File: config.mk
export PLATFORM = sky130hd
export DESIGN_NAME = pc_fetch_unit
export DESIGN_NICKNAME = d
export VERILOG_FILES = /design/src/rtl/pc_fetch_unit_pkg.sv /design/src/rtl/pc_next_mux.sv /design/src/rtl/pc_fetch_unit.sv
export SDC_FILE = /design/constraint.sdc
export NUM_CORES = 1
export LEC_CHECK = 0
export CORE_MARGIN = 5
export CORE_UTILIZATION = 42
export DETAILED_ROUTE_END_ITERATION = 7
export PLACE_DENSITY = 0.82
export SLEW_MARGIN = 20
export SYNTH_ARGS = -nofsm -noshare
export SYNTH_HDL_FRONTEND = slang
export SYNTH_HIERARCHICAL = 1
export SYNTH_SLANG_ARGS = --single-unit
File: constraint.sdc
create_clock -name clock -period 9.63 [get_ports clock]
set_clock_uncertainty 0.15 [all_clocks]
set_input_delay 2.889 -clock clock [delete_from_list [all_inputs] [get_ports clock]]
set_output_delay 2.889 -clock clock [all_outputs]
set_load 0.02 [all_outputs]
File: src/rtl/pc_fetch_unit_pkg.sv
// pc_fetch_unit_pkg: shared widths, reset PC and fetch FSM encodings.
package pc_fetch_unit_pkg;
  localparam int DW = 32;
  localparam logic [DW-1:0] RESET_PC_DEF = 32'hBFC0_0000;
  typedef enum logic [1:0] {BOOT = 2'd0, RUN = 2'd1, PEND = 2'd2} fetch_state_t;
endpackage

File: src/rtl/pc_next_mux.sv
// pc_next_mux: next-PC priority select plus the PC+4 and branch-target adders.
module pc_next_mux
  import pc_fetch_unit_pkg::*;
(
  input  logic [DW-1:0] pcf,
  input  logic          branch_taken_d,
  input  logic [DW-1:0] sign_imm_d_shift2,
  input  logic [DW-1:0] pc_plus4_d,
  input  logic          jump_d,
  input  logic [DW-1:0] jump_target_d,
  input  logic          jr_d,
  input  logic [DW-1:0] jr_target_d,
  input  logic          exc_redirect,
  input  logic [DW-1:0] exc_pc,
  output logic [DW-1:0] pc_plus4_f,
  output logic [DW-1:0] pc_branch_d,
  output logic          d_redirect,
  output logic [DW-1:0] d_target,
  output logic [DW-1:0] next_pc
);
  assign pc_plus4_f  = pcf + 32'd4;
  assign pc_branch_d = pc_plus4_d + sign_imm_d_shift2;
  assign d_redirect  = jr_d | jump_d | branch_taken_d;
  assign d_target    = jr_d ? jr_target_d : jump_d ? jump_target_d : pc_branch_d;
  assign next_pc     = exc_redirect ? exc_pc : d_redirect ? d_target : pc_plus4_f;
endmodule

File: src/rtl/pc_fetch_unit.sv
// pc_fetch_unit: fetch PC register, stall-time redirect holding and instruction SRAM request.
// Optional FETCH_ADEL_CHECK_EN flags misaligned fetch PCs and suppresses the SRAM request.
module pc_fetch_unit
  import pc_fetch_unit_pkg::*;
#(
  parameter logic [DW-1:0] RESET_PC = RESET_PC_DEF
) (
  input  logic          clock,
  input  logic          reset,
  input  logic          StallF,
  input  logic          BranchTakenD,
  input  logic [DW-1:0] SignImmD_shift2,
  input  logic [DW-1:0] PCPlus4D,
  input  logic          JumpD,
  input  logic [DW-1:0] JumpTargetD,
  input  logic          JrD,
  input  logic [DW-1:0] JrTargetD,
  input  logic          ExcRedirect,
  input  logic [DW-1:0] ExcPC,
  output logic [DW-1:0] PCF,
  output logic [DW-1:0] PCPlus4F,
  output logic [DW-1:0] PCBranchD,
  output logic          inst_sram_en,
  output logic [DW-1:0] inst_sram_addr,
  output logic          AdelF
);
  fetch_state_t state_q, state_d;
  logic [DW-1:0] pc_q, pc_d, pend_q, pend_d;
  logic en_q, en_d;
  logic d_redirect;
  logic [DW-1:0] d_target, next_pc;

  pc_next_mux u_mux (
    .pcf(pc_q), .branch_taken_d(BranchTakenD), .sign_imm_d_shift2(SignImmD_shift2),
    .pc_plus4_d(PCPlus4D), .jump_d(JumpD), .jump_target_d(JumpTargetD), .jr_d(JrD),
    .jr_target_d(JrTargetD), .exc_redirect(ExcRedirect), .exc_pc(ExcPC),
    .pc_plus4_f(PCPlus4F), .pc_branch_d(PCBranchD), .d_redirect(d_redirect),
    .d_target(d_target), .next_pc(next_pc)
  );

  // Decode is frozen while stalled, so only the first redirect seen in RUN is captured.
  always_comb begin
    state_d = state_q;
    pc_d    = pc_q;
    pend_d  = pend_q;
    en_d    = en_q;
    if (state_q == BOOT) begin
      state_d = RUN;
      en_d    = 1'b1;
    end else if (ExcRedirect) begin
      pc_d    = ExcPC;
      pend_d  = '0;
      state_d = RUN;
    end else if (state_q == RUN) begin
      if (!StallF) pc_d = next_pc;
      else if (d_redirect) begin
        pend_d  = d_target;
        state_d = PEND;
      end
    end else if (!StallF) begin
      pc_d    = pend_q;
      pend_d  = '0;
      state_d = RUN;
    end
  end

  always_ff @(posedge clock or posedge reset) begin
    if (reset) begin
      state_q <= BOOT;
      pc_q    <= RESET_PC;
      pend_q  <= '0;
      en_q    <= 1'b0;
    end else begin
      state_q <= state_d;
      pc_q    <= pc_d;
      pend_q  <= pend_d;
      en_q    <= en_d;
    end
  end

  assign PCF            = pc_q;
  assign inst_sram_addr = pc_q;
`ifdef FETCH_ADEL_CHECK_EN
  assign AdelF        = (pc_q[1:0] != 2'b00) && (state_q != BOOT);
  assign inst_sram_en = en_q & ~AdelF;
`else
  assign AdelF        = 1'b0;
  assign inst_sram_en = en_q;
`endif
endmodule

# Yosys cells after proc, flatten, opt, wreduce, memory -nomap -nowiden
# Index checks and enable logic that the tools add are counted.
dict set report totals {
  input_bits 167
  reg_bits 67
  output_inout_bits 130
  wordCells 39
}
dict set report classes {
  n_reduce_logical 4
  mux 18
  bitwise_logic 3
  n_eq_ne 8
  addsub 2
}
# cell n
set op_table {}
lappend op_table {{32-bit two-way mux} 12}
lappend op_table {{32-bit by 3-bit adder with 32-bit output, second input constant} 1}
lappend op_table {{32-bit adder} 1}
lappend op_table {{2-bit two-way mux} 6}
lappend op_table {{4-bit by 1-bit != test with 1-bit output, second input constant} 1}
lappend op_table {{4-bit by 3-bit != test with 1-bit output, second input constant} 1}
lappend op_table {{4-bit != test, second input constant} 1}
lappend op_table {{4-bit AND reduction} 1}
lappend op_table {{3-bit by 1-bit != test with 1-bit output, second input constant} 1}
lappend op_table {{3-bit by 2-bit != test with 1-bit output, second input constant} 1}
lappend op_table {{3-bit != test, second input constant} 1}
lappend op_table {{3-bit AND reduction} 1}
lappend op_table {{2-bit by 1-bit == test with 1-bit output, second input constant} 1}
lappend op_table {{2-bit logical NOT} 1}
lappend op_table {{2-bit by 1-bit != test with 1-bit output, second input constant} 1}
lappend op_table {{1-bit OR} 2}
lappend op_table {{2-bit AND reduction} 1}
lappend op_table {{1-bit inverter} 1}

# Depth between registers and ports, before layout
# Gate-level depths: netlist (run 1).
dict set report logic_depth {
  ltp_word 7
  ltp_mapped 13
  ltp_nobuf 13
}

# Cells and area by module
# Netlist (run 1), hierarchy kept.
# module seq_area_each_um2 instances area_per_inst_um2 cells_each
set by_module_without_submodules {}
lappend by_module_without_submodules {pc_next_mux 0.0 1 3671.0 572}
lappend by_module_without_submodules {pc_fetch_unit 1687.9 1 3627.2 311}

# Least setup slack after synthesis (run 1)
# No wires, ideal clock.
dict set report synth_path {
  path_type {input to output}
  startpoint {input port SignImmD_shift2[0]}
  endpoint {output port PCBranchD[30]}
  path_slack_ns 1.496
  path_buffers 0
  stages 9
  t_arrival_ns 5.095
  required_ns 6.591
  path_cell_list {ha_1 > fa_1 > a21o_1 > a221oi_2 > nor3_2 > a211oi_4 > o41ai_2 > a221oi_2 > xnor2_1}
}
dict set report synth_between {
  elab_chain_len 1
}
# item line_no
set synth_rtl {}
lappend synth_rtl {{from (decl)} pc_fetch_unit.sv:12} ;# input logic [DW-1:0] SignImmD_shift2,
lappend synth_rtl {{32-bit adder} pc_next_mux.sv:22} ;# assign pc_branch_d = pc_plus4_d + sign_imm_d_shift2;
lappend synth_rtl {{to (decl)} pc_fetch_unit.sv:22} ;# output logic [DW-1:0] PCBranchD,
# No other way between the ends.

# Worst setup path after layout (run 1)
# Same ends and word-level chain as after synthesis.

==> metrics.yaml, run 1 <==
worst_setup_path:
  worst_ep_required_time_ps: 6590
  crit_type: "input port to output pin"
  start_kind: "input port"
  path_cells: "clkdlybuf4s50_1 -> ha_1 -> fa_1 -> a21o_1 -> a221oi_2 -> nor3_2 -> a211oi_4 -> o41ai_2 -> a221oi_2 -> xnor2_1 -> clkdlybuf4s50_1"
  crit_slowest_cell: "clkdlybuf4s50_1"
  critPathMaxFanout: 4
  max_stage_delay_ps: 670
  arrival_ps: 6290
  critPathCaptureType: "output pin"
logic_synthesis:
  synth_top_area_share_pct: 19.9
  syn_inst: 883
  synthTopCellsByArea: "dfrtp_1 (20%), mux2i_1 (7.8%), ha_1 (5.5%)"
  synth_seq_cells: 67
  syn-cell-area_mm2: 0.00730
  synth_largest_area_cell: "dfrtp_1"
  ys.flop_type: "dfrtp_1"
  ys_types: 76
  synth_edf_count: 0
  yosysWarningCount: 6
  async_flop_share_pct: 100
  syn-mean-instance-area_um2: 8.27
  seq_area_frac_synth_pct: 23.1
  syn_nets: 1083
detailed_routing:
  avgViaCountPerCell: 5.93
  final_antenna_net_count: 0
  drt_iter0_markers: 610
  via_count: 7917
  post_drt_wl_per_cell_um: 22.0
  drc: 0
  dr.pass1.iters: 7
  totalWireLength_um: 29300
finish:
  n_fill_cell: 1531
  fin_nets: 1302
  layout_common_cells: "clkdlybuf4s50_1 (293), nand2_1 (97), o21ai_0 (74)"
  area_growth_pct: 41.6
  final_util_pct: 60.2
  mostFrequentLayoutCell: "clkdlybuf4s50_1"
  drive_gt1_share_pct: 8.31
  stdcell_area_mm2: 0.0103
clock_tree:
  cts_max_path_buffers: 2
  numCtsBuffers: 9
  insertion_delay_ps: 340
  cts_root_buf: "clkbuf_16"
  cts_setup_buffers: 0
  ctsResizeCount: 0
  clk_pin_slew_ps: 60
  cts_tree: "built"
  ctsHoldBuffers: 0
  cts_max_level: 3
  clock-sinks: 67
timing:
  worst_slew_pin_slew_ps: 1020
  hold_viol: 0
  slew_headroom_pct: 32.1
  finalSetupViolCount: 0
  fmax_mhz: 107
  finalSetupTns_ps: 0
  fin_crit_sh_pct: 96.9
  period_needed_ps: 9330
  rsz0062_at_grt: "no"
  drv_slew: 0
floorplanning:
  ioPinCount: 297
  die_area_mm2: 0.0201
  die_y_um: 142
  row_count: 48
  initial_utilization_pct: 42.5
  core_area_mm2: 0.0172
  die_w_um: 142
run_status:
  outcome: "finished clean"
global_route:
  grt_usage_pct: 28.1
  grt_pass1_vias: 7723
  grt_first_pass_wirelength_um: 44200
  antenna_found_initial: 1
  grt_overflow: 0
  grt_max_degree: 68
placement:
  io_buffers: 295
  gp_congestion: 0.945
  placed_area_mm2: 0.0101
  place_hpwl_um: 22300
power:
  ir_drop_mv: 0.0716
  leakagePower_nw: 4.31
  powerDensity_mw_per_mm2: 136
hold_path:
  worstHoldPathType: "register to register"
flow_run:
  maxCapViolCount: 0
[Yosys cell counts, types with 17 or more instances]
master and n:
a21oi_1 49, a22o_1 34, and3_1 17, buf_4 36
clkbuf_1 39, dfrtp_1 58, ha_1 32, inv_1 21
mux2i_1 57, nand2_1 97, nor2_1 37, o211ai_1 38
o211ai_2 30, o21ai_0 74, xnor2_1 38, xor2_1 18
[power by group]
part	switching, mW	internal (mW)
Clock	0.124	0.181
Combinational	0.396	0.340
Sequential	0.0437	0.316
[flip-flops by register name (all words and copies together), names as in the netlist]
name and count:
PCF 32, inst_sram_en 1, pend_q 32, state_q 2
[cell families (layout without fill, tap and decap cells)]
kind of cell               after synthesis  after routing  synth area share (%)
AOI/OAI and AO/OA                      330            330                  33.4
adders and majority gates               33             33                  5.76
DFF                                     67             67                  23.1
other                                    1              3                0.0514
muxes                                   59             59                  8.13
and+or+nand+nor                        213            213                  13.6
xor gates and xnor gates                57             57                  6.94
buffers and inverters                  123            347                  9.02
[worst paths after layout]
| kind | to | slack, ps | depth (start not counted) | startpoint |
|---|---|---|---|---|
| min | inst_sram_en$_DFFE_PP0P_ | 320 | 1 | inst_sram_en$_DFFE_PP0P_ |
| min in group asynchronous | PCF[5]$_DFFE_PP0P_ | 2990 | 3 | reset |
| min reg2reg | inst_sram_en$_DFFE_PP0P_ | 320 | 1 | inst_sram_en$_DFFE_PP0P_ |
| max reg2reg | PCF[30]$_DFFE_PP0P_ | 6120 | 10 | PCF[2]$_DFFE_PP0P_ |
| max | PCBranchD[30] | 300 | 11 | SignImmD_shift2[0] |
| max in group asynchronous | pend_q[17]$_DFFE_PP0P_ | 5750 | 3 | reset |
[layer usage]
layer | GRT usage [%] | part of all wire [%]
met5 | 0 | 0
met4 | 8.59 | 2.4
met2 | 46.5 | 47
met1 | 36.3 | 41
met3 | 6.67 | 9.7
[worst max-delay path, delay by kind of cell]
kind                     cells  cell delay, ps
XOR/XNOR                     1             170
AND/OR/NAND/NOR              1             130
AO/OA/AOI/OAI                5            1390
buffers and inverters        2            1080
adder cells (fa/ha/maj)      2             640
[cell type report]
type	instances	area, um^2	area share, %
clock inverter	4	26.3	0.254
sequential	67	1690	16.3
clock buffer	12	246	2.39
tap	225	282	2.72
timing repair buffer	308	3040	29.4
antenna	2	5.00	0.0484
inverter	23	86.3	0.836
multi-input combinational	693	4960	48.0
[per-stage QoR]
stage / std cells / setup slack (ps) / power (mW) / hold slack, ps
floorplan: 883 / 1500 / 0.780 / 323
global placement: 1316 / 333 / 1.09 / 304
detailed placement: 1316 / 303 / 1.10 / 309
CTS: 1332 / 288 / 1.41 / 321
global route: 1333 / 170 / 1.47 / 344
finish: 1334 / 300 / 1.40 / 317
(Power assumes the default switching activity.)
==> run 2: changes to the inputs <==
==> constraint.sdc (replaced) <==
create_clock -name clock -period 9.63 [get_ports clock]
set_clock_uncertainty 0.15 [all_clocks]
set_input_delay 2.889 -clock clock [delete_from_list [all_inputs] [get_ports clock]]
set_output_delay 2.889 -clock clock [all_outputs]
set_load 0.01 [all_outputs]
==> run 2 against run 1 <==
Largest cell class unchanged. Setup slack better by 19 ps. Critical path type unchanged. First-iteration DRC count up 27%. Highest routed layer unchanged. Clock power increased by 17%. Clock-buffer cell count shrank 3. Sequential power barely moved. Via count up 0.72%. Final cell count about the same. Critical path depth unchanged. Maximum frequency up 0.20%. Critical endpoint unchanged.
==> metrics.yaml, run 2 (synthesized netlist as in run 1, its figures left out) <==
worst_setup_path:
  critical_path.top_delay_family: "compound AO/OA/AOI/OAI gates"
  path_cells: "clkdlybuf4s50_1 -> ha_1 -> fa_1 -> a21o_1 -> a221oi_2 -> nor3_2 -> a211oi_4 -> o41ai_2 -> a221oi_2 -> xnor2_1 -> clkdlybuf4s50_1"
  critPathCaptureType: "output pin"
  max_stage_delay_ps: 630
  arrival_ps: 6270
  worst_ep_required_time_ps: 6590
  start_kind: "input port"
  critPathMaxFanout: 4
  crit_type: "input port to output pin"
  crit_slowest_cell: "clkdlybuf4s50_1"
  worst-path-buf-inv: 2
finish:
  drive_gt1_share_pct: 8.49
  final_util_pct: 60.4
  n_fill_cell: 1572
  area_growth_pct: 42.2
  layout_common_cells: "clkdlybuf4s50_1 (293), nand2_1 (97), o21ai_0 (74)"
  fin_nets: 1302
  mostFrequentLayoutCell: "clkdlybuf4s50_1"
power:
  leakagePower_nw: 4.34
  ir_drop_mv: 0.0742
  powerDensity_mw_per_mm2: 133
  total_power_mw: 1.38
run_status:
  outcome: "finished clean"
clock_tree:
  cts_root_buf: "clkbuf_16"
  clock-sinks: 67
  cts_max_path_buffers: 2
  cts_setup_buffers: 0
  cts_tree: "built"
  cts_max_level: 3
  clk_pin_slew_ps: 60
  numCtsBuffers: 9
  ctsResizeCount: 0
  insertion_delay_ps: 330
  ctsHoldBuffers: 0
global_route:
  antenna_found_initial: 0
  grt_max_degree: 68
  grt_overflow: 0
  grt_pass1_vias: 7794
  grt_first_pass_wirelength_um: 44600
  grt_usage_pct: 28.2
timing:
  finalSetupTns_ps: 0
  period_needed_ps: 9310
  hold_viol: 0
  rsz0062_at_grt: "no"
  finalSetupViolCount: 0
  fin_crit_sh_pct: 96.7
  slew_headroom_pct: 32.1
  layout_setup_ws_ps: 319
  fmax_mhz: 107
  drv_slew: 0
  worst_slew_pin_slew_ps: 1020
placement:
  gp_congestion: 0.958
  place_hpwl_um: 22600
  place_ws_ps: 346
  io_buffers: 295
floorplanning:
  die_y_um: 142
  die_area_mm2: 0.0201
  ioPinCount: 297
  core_area_mm2: 0.0172
  die_w_um: 142
  row_count: 48
  initial_utilization_pct: 42.5
detailed_routing:
  final_antenna_net_count: 0
  avgViaCountPerCell: 5.98
  totalWireLength_um: 29600
  post_drt_wl_per_cell_um: 22.2
  dr.pass1.iters: 7
  drc: 0
  drt_iter0_markers: 773
  via_count: 7974
hold_path:
  worstHoldPathType: "register to register"
flow_run:
  maxCapViolCount: 0
==> run 2: changes by cell type in the layout (fill, tap and decap cells not counted), sizes merged <==
cell / change
clkinvlp: -1
diode: -1
clkinv: +2
bufinv: +2
clkbuf: -3
==> run 2: layout make-up <==
cell class	count	area, um^2	share of cell area [%]
Multi-Input combinational cell	693	4960	47.8
Tap cell	225	282	2.71
Sequential cell	67	1690	16.3
Clock buffer	9	225	2.17
Inverter	23	86.3	0.832
Antenna cell	1	2.50	0.0241
Timing Repair Buffer	308	3040	29.3
Clock inverter	7	92.6	0.892
==> run 2: through the flow <==
| stage | instances | hold WS [ps] | area [um^2] |
|---|---|---|---|
| after floorplan | 883 | 323 | 7300 |
| after CTS | 1332 | 326 | 10400 |
| after detailed placement | 1316 | 312 | 10100 |
| final | 1333 | 328 | 10400 |
| after global routing | 1332 | 344 | 10400 |
| after global placement | 1316 | 303 | 10100 |
==> run 2: worst reg2reg max path: stages, from the launching register on <==
cell	delay, ps
dfrtp_1	520
ha_1	370
and4_1	330
nor2b_1	440
nor2b_1	520
nand3_1	170
xnor2_1	320
nor2_1	110
o41ai_2	210
mux2i_1	130
o211ai_2	160
==> run 2: power by group <==
part	switching (mW)	leakage (nW)	internal, mW
sequential	0.0423	0.842	0.316
clock	0.129	0.159	0.226
combinational	0.330	3.34	0.339
==> run 2: worst paths after layout <==
kind	slack, ps	endpoint	cells after the start	start
worst max-delay path	320	PCBranchD[30]	11	SignImmD_shift2[0]
worst min-delay path	330	inst_sram_en$_DFFE_PP0P_	1	inst_sram_en$_DFFE_PP0P_
worst max register to register	6140	PCF[28]$_DFFE_PP1P_	10	PCF[2]$_DFFE_PP0P_
worst min register to register	330	inst_sram_en$_DFFE_PP0P_	1	inst_sram_en$_DFFE_PP0P_
max in group asynchronous	5710	PCF[12]$_DFFE_PP0P_	3	reset
min in group asynchronous	2980	PCF[6]$_DFFE_PP0P_	3	reset
==> run 2: layer usage <==
layer	vias to the layer above	global-route usage, %	wire length (um)
li1	3695	-	-
met1	3797	36.4	11900
met2	424	47.5	14200
met3	58	6.30	2800
met4	0	7.93	773
met5	-	0	0
